--- src/rtl/ser2par_align_pkg.sv ---
// Shared definitions for the 10-bit serial link receive side: comma codes,
// aligner state encoding and a small sizing helper.
package ser2par_align_pkg;

   localparam int         WORD_W  = 10;
   localparam logic [9:0] COMMA_P = 10'h17C;
   localparam logic [9:0] COMMA_N = 10'h283;

   typedef enum logic [1:0] {
      S_HUNT   = 2'd0,
      S_SYNC   = 2'd1,
      S_LOCKED = 2'd2
   } state_e;

   function automatic int max_int(input int a, input int b);
      return (a > b) ? a : b;
   endfunction

endpackage

--- src/rtl/ser2par_align_comma_det.sv ---
// Combinational K28.5 comma detector on a 10-bit window (bit0 = oldest bit).
// hit flags either running disparity; hit_pos_polarity flags the 17C form only.
module comma_det
   import ser2par_align_pkg::*;
(
   input  logic [WORD_W-1:0] nsr,
   output logic              hit,
   output logic              hit_pos_polarity
);

   logic hit_p_s;
   logic hit_n_s;

   assign hit_p_s          = (nsr == COMMA_P);
   assign hit_n_s          = (nsr == COMMA_N);
   assign hit              = hit_p_s | hit_n_s;
   assign hit_pos_polarity = hit_p_s;

endmodule

--- src/rtl/ser2par_align.sv ---
// Serial-to-parallel receiver that hunts for the K28.5 comma at any bit offset,
// locks the word boundary to it and emits aligned 10-bit words with lock status.
module ser2par_align
   import ser2par_align_pkg::*;
#(
   parameter int WIDTH       = WORD_W,
   parameter int LOCK_COMMAS = 3,
   parameter int LOSS_COMMAS = 4
)(
   input  logic             clk,
   input  logic             reset,
   input  logic             INP_SER,
   input  logic             NEG,
   output logic [WIDTH-1:0] OUT_PAR,
   output logic             WORD_VAL,
   output logic             COMMA,
   output logic             LOCKED
);

   localparam int              CNT_W    = $clog2(max_int(LOCK_COMMAS, LOSS_COMMAS) + 1);
   localparam logic [CNT_W:0]  LOCK_N   = (CNT_W+1)'(LOCK_COMMAS);
   localparam logic [CNT_W:0]  LOSS_N   = (CNT_W+1)'(LOSS_COMMAS);
   localparam logic [CNT_W-1:0] ONE_C   = CNT_W'(1'b1);
   localparam logic [CNT_W-1:0] ZERO_C  = CNT_W'(1'b0);
   localparam logic [3:0]      LAST_BIT = 4'(WIDTH - 1);

   logic [WIDTH-1:0] sr_r;
   logic [3:0]       bit_cnt_r;
   state_e           state_r;
   state_e           state_n;
   logic [CNT_W-1:0] good_r;
   logic [CNT_W-1:0] good_n;
   logic [CNT_W-1:0] bad_r;
   logic [CNT_W-1:0] bad_n;
   logic [WIDTH-1:0] out_par_r;
   logic             word_val_r;
   logic             comma_r;
   logic             locked_r;

   logic             b_s;
   logic [WIDTH-1:0] nsr_s;
   logic             hit_s;
   logic             hit_pos_s;
   logic             hit_neg_s;
   logic             boundary_s;
   logic             emit_s;
   logic             realign_s;
   logic [CNT_W:0]   good_inc_s;
   logic [CNT_W:0]   bad_inc_s;
   logic [CNT_W-1:0] good_sat_s;

   // Polarity swap applies to the bit entering on this edge only.
   assign b_s        = INP_SER ^ NEG;
   assign nsr_s      = {b_s, sr_r[WIDTH-1:1]};
   assign boundary_s = (bit_cnt_r == LAST_BIT);
   assign hit_neg_s  = hit_s & ~hit_pos_s;
   assign good_inc_s = {1'b0, good_r} + (CNT_W+1)'(1'b1);
   assign bad_inc_s  = {1'b0, bad_r} + (CNT_W+1)'(1'b1);
   assign good_sat_s = (good_inc_s >= LOCK_N) ? LOCK_N[CNT_W-1:0] : good_inc_s[CNT_W-1:0];

   comma_det u_comma_det (
      .nsr              (nsr_s),
      .hit              (hit_s),
      .hit_pos_polarity (hit_pos_s)
   );

   // Next-state, counter updates, emit and realign decisions.
   always_comb begin
      state_n   = state_r;
      good_n    = good_r;
      bad_n     = bad_r;
      emit_s    = 1'b0;
      realign_s = 1'b0;
      case (state_r)
         S_HUNT: begin
            if (hit_s) begin
               realign_s = 1'b1;
               emit_s    = 1'b1;
               good_n    = ONE_C;
               bad_n     = ZERO_C;
               state_n   = (LOCK_COMMAS == 1) ? S_LOCKED : S_SYNC;
            end else begin
               state_n = S_HUNT;
            end
         end
         S_SYNC: begin
            if (boundary_s) begin
               emit_s = 1'b1;
               if (hit_s) begin
                  good_n  = good_sat_s;
                  state_n = (good_inc_s == LOCK_N) ? S_LOCKED : S_SYNC;
               end else begin
                  good_n = good_r;
               end
            end else if (hit_s) begin
               // Off-boundary comma restarts the qualification on the new boundary.
               realign_s = 1'b1;
               emit_s    = 1'b1;
               good_n    = ONE_C;
            end else begin
               emit_s = 1'b0;
            end
         end
         S_LOCKED: begin
            if (boundary_s) begin
               emit_s = 1'b1;
               bad_n  = hit_s ? ZERO_C : bad_r;
            end else if (hit_s) begin
               if (bad_inc_s == LOSS_N) begin
                  state_n = S_HUNT;
                  bad_n   = ZERO_C;
                  good_n  = ZERO_C;
               end else begin
                  bad_n = bad_inc_s[CNT_W-1:0];
               end
            end else begin
               bad_n = bad_r;
            end
         end
         default: begin
            state_n = S_HUNT;
            good_n  = ZERO_C;
            bad_n   = ZERO_C;
         end
      endcase
   end

   // Shift register, word counter, FSM state and registered outputs.
   always_ff @(posedge clk or posedge reset) begin
      if (reset) begin
         sr_r       <= '0;
         bit_cnt_r  <= 4'd0;
         state_r    <= S_HUNT;
         good_r     <= ZERO_C;
         bad_r      <= ZERO_C;
         out_par_r  <= '0;
         word_val_r <= 1'b0;
         comma_r    <= 1'b0;
         locked_r   <= 1'b0;
      end else begin
         sr_r       <= nsr_s;
         bit_cnt_r  <= (realign_s || boundary_s) ? 4'd0 : bit_cnt_r + 4'd1;
         state_r    <= state_n;
         good_r     <= good_n;
         bad_r      <= bad_n;
         out_par_r  <= emit_s ? nsr_s : out_par_r;
         word_val_r <= emit_s;
         comma_r    <= emit_s & (hit_pos_s | hit_neg_s);
         locked_r   <= (state_n == S_LOCKED);
      end
   end

   assign OUT_PAR  = out_par_r;
   assign WORD_VAL = word_val_r;
   assign COMMA    = comma_r;
   assign LOCKED   = locked_r;

endmodule

--- config.mk ---
export PLATFORM = sky130hd
export DESIGN_NAME = ser2par_align
export DESIGN_NICKNAME = d
export VERILOG_FILES = /design/src/rtl/ser2par_align_pkg.sv /design/src/rtl/ser2par_align_comma_det.sv /design/src/rtl/ser2par_align.sv
export SDC_FILE = /design/constraint.sdc
export NUM_CORES = 1
export LEC_CHECK = 0
export ABC_AREA = 1
export CAP_MARGIN = 25
export CORE_MARGIN = 2
export CORE_UTILIZATION = 45
export DETAILED_ROUTE_END_ITERATION = 12
export GPL_TIMING_DRIVEN = 0
export PLACE_DENSITY = 0.77
export SYNTH_ARGS = -nofsm -noshare
export SYNTH_HDL_FRONTEND = slang
export SYNTH_SLANG_ARGS = --single-unit
--- constraint.sdc ---
create_clock -name clk -period 2.55 [get_ports clk]
set_clock_uncertainty 0.05 [all_clocks]
set_input_delay 0.255 -clock clk [delete_from_list [all_inputs] [get_ports clk]]
set_output_delay 0.255 -clock clk [all_outputs]
set_load 0.005 [all_outputs]
==> results of run 1 <==
[final cells by class]
| type | instances | area (um2) | area share [%] |
|---|---|---|---|
| multi-input cells | 135 | 694.4 | 35.46 |
| repair buffers | 17 | 187.7 | 9.585 |
| well taps | 46 | 57.56 | 2.939 |
| inverters | 19 | 71.32 | 3.642 |
| flip-flops and latches | 34 | 850.8 | 43.45 |
| clock inverters | 1 | 30.03 | 1.534 |
| plain buffers | 1 | 15.01 | 0.7668 |
| clock buffers | 6 | 51.30 | 2.620 |
[synthesized netlist by cell type]
master                      n  area share (%)
sky130_fd_sc_hd__nand2_1   61              14
sky130_fd_sc_hd__dfrtp_1   34              52
sky130_fd_sc_hd__nor2_1    19             4.4
sky130_fd_sc_hd__inv_1     18             4.1
sky130_fd_sc_hd__nand3_1   17             5.2
sky130_fd_sc_hd__a21oi_1    6             1.8
sky130_fd_sc_hd__ha_1       5             3.8
sky130_fd_sc_hd__nand2_2    5             1.9
sky130_fd_sc_hd__nand2_4    4             2.8
sky130_fd_sc_hd__o21ai_0    4             1.2
sky130_fd_sc_hd__a21oi_2    2             1.1
sky130_fd_sc_hd__nor2_2     2            0.77
sky130_fd_sc_hd__nor2_4     2             1.4
sky130_fd_sc_hd__nor3_1     2            0.61
sky130_fd_sc_hd__a22o_2     1            0.61
sky130_fd_sc_hd__buf_8      1            0.92
sky130_fd_sc_hd__inv_2      1            0.23
sky130_fd_sc_hd__nand4_1    1            0.38
sky130_fd_sc_hd__o21ai_4    1             1.0
sky130_fd_sc_hd__o21bai_1   1            0.46
sky130_fd_sc_hd__xnor2_1    1            0.54
sky130_fd_sc_hd__xor2_1     1            0.54
[critical path, delay by kind of cell, from the launching register on]
family,cells,cell delay (ns)
buf+inv,2,0.25
fa+ha+maj,1,0.13
simple gates,7,0.66
flops,1,0.40
compound gates,1,0.18
[stage by stage]
step | worst slack [ns] | utilization [%] | instances | area, um2
3_5_place_dp | 0.6692 | 54.95 | 252 | 1877
6_report | 0.7740 | 57.33 | 259 | 1958
2_1_floorplan | 1.012 | - | 189 | 1632
3_3_place_gp | 0.6935 | 54.14 | 251 | 1849
5_1_grt | 0.5411 | 57.33 | 259 | 1958
4_1_cts | 0.7469 | 57.33 | 259 | 1958
[logic make-up (layout without fill, tap and decap cells)]
kind of cell             Yosys count  count (layout)  synth area share (%)
AO/OA/AOI/OAI                     15              15                 6.212
XOR/XNOR                           2               2                 1.074
adder cells (fa/ha/maj)            5               5                 3.834
buffers and inverters             20              44                 5.291
flip-flops                        34              34                 52.15
AND/OR/NAND/NOR                  113             113                 31.44
[per-layer routing]
layer | vias to the layer above | track usage, % | share of wire (%)
li1 | 639 | - | -
met1 | 578 | 20.71 | 48
met2 | 31 | 24.09 | 46
met3 | 2 | 5.282 | 4.9
met4 | 0 | 5.585 | 0.69
met5 | - | 0 | 0
[registers in the layout, summed over array words and instances (netlist names)]
register	flops
LOCKED	1
COMMA	1
state_r	2
WORD_VAL	1
sr_r	9
bad_r	3
bit_cnt_r	4
OUT_PAR	10
good_r	3
[power groups by stage]
stage	combinational (mW)	sequential, mW	clock, mW
after floorplan	0.282	0.729	0
after global placement	0.432	0.734	0
after detailed placement	0.451	0.739	0
after CTS	0.454	0.729	0.410
after global routing	0.509	0.745	0.437
final	0.443	0.728	0.401
[final timing paths]
check                              to  slack [ns]  cells past startpoint
max                         good_r[2]        0.77                     11
min                        state_r[1]        0.23                      2
max reg2reg                 good_r[2]        0.77                     11
min reg2reg                   sr_r[7]        0.36                      0
max in group asynchronous     sr_r[4]        1.73                      3
min in group clk              sr_r[7]        0.36                      0
==> results_dict.tcl, run 1 <==
set metrics [dict create \
    outcome "finished clean" \
    syn_avg_cell_area_um2 8.633 \
    cp_data_arrival_time_ns 1.96 \
    worst_ep_required_time_ns 2.73 \
    startpoint "bit_cnt_r[1]" \
    final.min_clock_period_ns 1.776 \
    routed-via-count 1250 \
    p_sw_uw 477.3 \
    cp_slowest_cell "sky130_fd_sc_hd__dfrtp_1" \
    grt_setup_unrepaired "no" \
    globalRouteOverflowTotal 0 \
    yosys_warnings 0 \
    startpoint_type "flop" \
    post_drt_wl_per_cell_um 10.70 \
    timing.final.max_slew_violations 0 \
    setup.worst_path.class "flop to flop" \
    clockRootBuffer "sky130_fd_sc_hd__clkbuf_4" \
    p_comb_share_pct 28.2 \
    most_prevalent_standard_cell_on_the_critical_path "sky130_fd_sc_hd__nand2_1" \
    synth_nets 198 \
    floorplan.io_pins 17 \
    power_switching_share_pct 30.35 \
    cts.repair_timing.setup_buffer_count 0 \
    ctsHoldBuffers 0 \
    nets 222 \
    timing.final.setup_violations 0 \
    layout_worst_path_cycle_share_pct 69.65 \
    worst_vdd_drop_uv 356.9 \
    worst-path-max-fanout 9 \
    cp_cell_sequence "inv_1 > ha_1 > nand2_1 > nor2_4 > inv_1 > o21bai_1 > nand2_2 > nand3_1 > nand2_1 > nand2_1 > nand2_1" \
    diodes 0 \
    clock_path_buffers 2 \
    fillers 304 \
    first_global_vias 1144 \
    critical-path-max-stage-delay_ns 0.40 \
    place.port_buffers 16 \
    yosysSeqAreaShare_pct 52.15 \
    post_route_cells_drive_above_1_share_pct 12.68 \
    max_clock_freq_mhz 563.1 \
    cts_repair_resize_count 0 \
    crit_path_end_kind "flop" \
    antenna_found_initial 0 \
    max_slew_margin_pct 61.15 \
    drc_viols 0 \
    path_clk_slew_ns 0.10 \
    ant_nets 0 \
    drt-vias-per-instance 4.826 \
    placementRows 21 \
    syn_area_mm2 0.001632 \
    globalplace.congestion 0.8104 \
    grt_start_max_net_pins 22 \
    drv.max_cap_violation_count 0 \
    hold_viol_final 0 \
    h-tree-depth 2 \
    post-dp-hpwl_um 2058 \
    clock_tree_from_tritoncts "built" \
    power.share.sequential_pct 46.3 \
    final_common_cell "sky130_fd_sc_hd__nand2_1" \
    clk-insertion-delay-late_ns 0.33 \
    grt_usage_pct 15.70 \
    totalPowerFinal_mw 1.573 \
    holdCritPathClass "input pin to async pin" \
    power_density_mw_per_mm2 803.3 \
    layout-area-overhead-vs-synth_pct 20.02 \
    finalSetupTns_ns 0 \
    final_cell_mix "sky130_fd_sc_hd__nand2_1 (61), sky130_fd_sc_hd__dfrtp_1 (34), sky130_fd_sc_hd__nor2_1 (19), sky130_fd_sc_hd__inv_1 (18), sky130_fd_sc_hd__nand3_1 (17)" \
    power.leakage_nw 0.9692 \
    die_w_um 64.22 \
    chipHeight_um 64.22 \
    clock_sink_count 34 \
    tightest_slew_ns 0.5821 \
    cts_buffers 5 \
    netlist-cell-type-count 22 \
    grt_first_pass_wirelength_um 4954 \
    holdWs_ns 0.2256 \
    netlist_instances 189 \
    internal_power_mw 1.096 \
    number_of_detailed_routing_iterations_run_before_antenna_repair 4 \
    worst_r2r_startpoint "bit_cnt_r[1]" \
    start_util_pct 47.77 \
    synth-seq-cells 34 \
    fp.coreArea_mm2 0.003416 \
    totalWireLength_um 2771 \
    clockPowerShare_pct 25.5 \
    drt_iter0_drc 72 \
    die-area_mm2 0.004124 \
]
No activity file was read; power rests on OpenSTA's default activity.
==> run 2: changes to the inputs <==
--- a/config.mk
+++ b/config.mk
@@ -11,7 +11,7 @@
 export CORE_UTILIZATION = 45
 export DETAILED_ROUTE_END_ITERATION = 12
 export GPL_TIMING_DRIVEN = 0
-export PLACE_DENSITY = 0.77
+export PLACE_DENSITY = 0.79
 export SYNTH_ARGS = -nofsm -noshare
 export SYNTH_HDL_FRONTEND = slang
 export SYNTH_SLANG_ARGS = --single-unit
==> constraint.sdc (replaced) <==
create_clock -name clk -period 1.55 [get_ports clk]
set_clock_uncertainty 0.05 [all_clocks]
set_input_delay 0.155 -clock clk [delete_from_list [all_inputs] [get_ports clk]]
set_output_delay 0.155 -clock clk [all_outputs]
set_load 0.005 [all_outputs]
==> run 2 against run 1 <==
The flow now finishes with violations (setup timing). Clock-buffer cell count down 1. Total power increased by 94%. Combinational power rose by 130%. Die area stayed put. Critical path type unchanged. Largest cell class unchanged.
==> results_dict.tcl, run 2 (same netlist as run 1, synthesis figures left out) <==
set metrics [dict create \
    cp_slowest_cell "sky130_fd_sc_hd__dfrtp_1" \
    clock_tree_from_tritoncts "built" \
    final_core_util_pct 67.47 \
    cts_buffers 5 \
    die_w_um 64.22 \
    worst_r2r_startpoint "sr_r[7]" \
    final_cells 288 \
    startpoint "sr_r[7]" \
    place.port_buffers 16 \
    buffering_stage_count_on_the_worst_path_with_inverters_included 1 \
    seqCellArea_um2 853.3 \
    max_clock_freq_mhz 590.1 \
    routed-via-count 1497 \
    grtUsageMet2_pct 29.17 \
    ant_nets 0 \
    drt_iter0_drc 175 \
    start_util_pct 47.77 \
    largest_reg_flops 10 \
    hold_viol_final 0 \
    critical-path-max-stage-delay_ns 0.43 \
    chipHeight_um 64.22 \
    final_common_cell "sky130_fd_sc_hd__nand2_1" \
    post_drt_wl_per_cell_um 14.55 \
    path_delay_family "simple AND/OR/NAND/NOR gates" \
    timing.final.setup_violations 18 \
    dp.cells 252 \
    multi_input_area_um2 764.5 \
    layout-area-overhead-vs-synth_pct 41.26 \
    layout_worst_path_cycle_share_pct 109.3 \
    drc_viols 0 \
    diodes 0 \
    worst_ep_required_time_ns 1.72 \
    startpoint_type "flop" \
    drt-vias-per-instance 5.198 \
    timing.final.max_slew_violations 0 \
    worst_vdd_drop_uv 552.2 \
    fillers 238 \
    grt_start_max_net_pins 25 \
    final.min_clock_period_ns 1.695 \
    holdCritPathClass "input pin to async pin" \
    drv.max_cap_violation_count 0 \
    pre_cts_slack_ns -0.2346 \
    outcome "finished, violations left" \
    gr-usage-met3_pct 5.810 \
    final_cell_mix "sky130_fd_sc_hd__nand2_1 (59), sky130_fd_sc_hd__dfrtp_1 (32), sky130_fd_sc_hd__buf_4 (23), sky130_fd_sc_hd__inv_1 (16), sky130_fd_sc_hd__clkdlybuf4s50_1 (16)" \
    globalRouteOverflowTotal 0 \
    grt_most_used_layer "met2" \
    grt_usage_pct 18.16 \
    most_prevalent_standard_cell_on_the_critical_path "sky130_fd_sc_hd__nand2_1" \
    h-tree-depth 2 \
    tightest_slew_ns 0.5033 \
    crit_path_end_kind "flop" \
    power.leakage_nw 1.132 \
    clock_path_buffers 2 \
    number_of_detailed_routing_iterations_run_before_antenna_repair 6 \
    die-area_mm2 0.004124 \
    post_route_cells_drive_above_1_share_pct 29.75 \
    finalWorstSetupSlack_ns -0.1447 \
    worst-path-max-fanout 6 \
    fp.coreArea_mm2 0.003416 \
    antenna_found_initial 0 \
    path_clk_slew_ns 0.11 \
    first_global_vias 1310 \
    max_slew_margin_pct 66.41 \
    clk-insertion-delay-late_ns 0.36 \
    post-dp-hpwl_um 2142 \
    grt_setup_unrepaired "yes" \
    cp_cell_sequence "nor2_1 > nand2_1 > nor2_2 > nand2_2 > nand2_4 > buf_4 > nand3_1 > nand2_1 > o21ai_0" \
    setup.worst_path.class "flop to flop" \
    cp_data_arrival_time_ns 1.87 \
    placementRows 21 \
    grt_first_pass_wirelength_um 5671 \
    use_met1_pct 22.25 \
    clock_sink_count 34 \
    totalWireLength_um 4190 \
    failed_checks "setup timing" \
    globalplace.congestion 0.8168 \
    nets 250 \
    totalPowerFinal_mw 3.048 \
    floorplan.io_pins 17 \
    clockRootBuffer "sky130_fd_sc_hd__clkbuf_4" \
    power_density_mw_per_mm2 1323 \
    holdWs_ns 0.06970 \
]
## run 2: cell count changes in the layout (fill, tap and decap cells not counted), moves of 2 or more
cell / previous run / this run
sky130_fd_sc_hd__nor2_2: 2 / 6
sky130_fd_sc_hd__nand3_2: 0 / 2
sky130_fd_sc_hd__o21ai_0: 4 / 2
sky130_fd_sc_hd__nor2_1: 19 / 15
sky130_fd_sc_hd__buf_6: 0 / 4
sky130_fd_sc_hd__dfrtp_1: 34 / 32
sky130_fd_sc_hd__inv_1: 18 / 16
sky130_fd_sc_hd__dfrtp_2: 0 / 2
sky130_fd_sc_hd__buf_4: 0 / 23
sky130_fd_sc_hd__nand3_1: 17 / 15
sky130_fd_sc_hd__nand2_8: 0 / 2
sky130_fd_sc_hd__nand2_1: 61 / 59
## run 2: layout make-up
cell class / instances / share of cell area (%)
flip-flops and latches: 34 / 37.02
inverters: 19 / 3.366
repair buffers: 45 / 18.68
plain buffers: 1 / 0.6515
multi-input cells: 135 / 33.17
well taps: 46 / 2.497
clock inverters: 3 / 2.986
clock buffers: 5 / 1.629
## run 2: report_power, final
group	total [mW]	internal (mW)	switching, mW
logic	1.01	0.526	0.487
registers	1.20	1.06	0.138
clock network	0.835	0.504	0.331
## run 2: through the flow
stage                     area [um2]  setup TNS, ns
after global routing            2305         -2.331
after global placement          1849         -9.488
after detailed placement        1877         -4.026
after CTS                       2103       -0.04345
final                           2305         -1.147
after floorplan                 1632              0
## run 2: path summary, 6_finish.rpt
kind                                   end  slack, ns  depth (start not counted)
worst max-delay path            state_r[1]      -0.14                          9
worst min-delay path            state_r[1]       0.07                          2
worst max register to register  state_r[1]      -0.14                          9
worst min register to register     sr_r[7]       0.39                          0
max in group asynchronous            COMMA       0.89                          3
min in group clk                   sr_r[9]       0.37                          3
## run 2: per-layer routing
layer	up-vias	routed length [um]
met5	-	0
met2	73	2217
li1	701	-
met1	707	1587
met4	0	141
met3	16	244
## run 2: timing repair
| item | in CTS | in global routing |
|---|---|---|
| buffers inserted | 13 | 14 |
| cloned | 0 | 1 |
| endpoints found under the setup margin | 15 | 25 |
| resized for setup | 8 | 19 |
| hold buffers | 0 | 0 |
| pin swaps | 6 | 15 |
==> run 3: changes to the inputs <==
--- a/config.mk
+++ b/config.mk
@@ -9,6 +9,7 @@
 export CAP_MARGIN = 25
 export CORE_MARGIN = 2
 export CORE_UTILIZATION = 45
+export CTS_CLUSTER_DIAMETER = 100
 export DETAILED_ROUTE_END_ITERATION = 12
 export GPL_TIMING_DRIVEN = 0
 export PLACE_DENSITY = 0.79
==> results of run 3 <==
The final DEF is identical to that of run 2; final timing and power are the same.
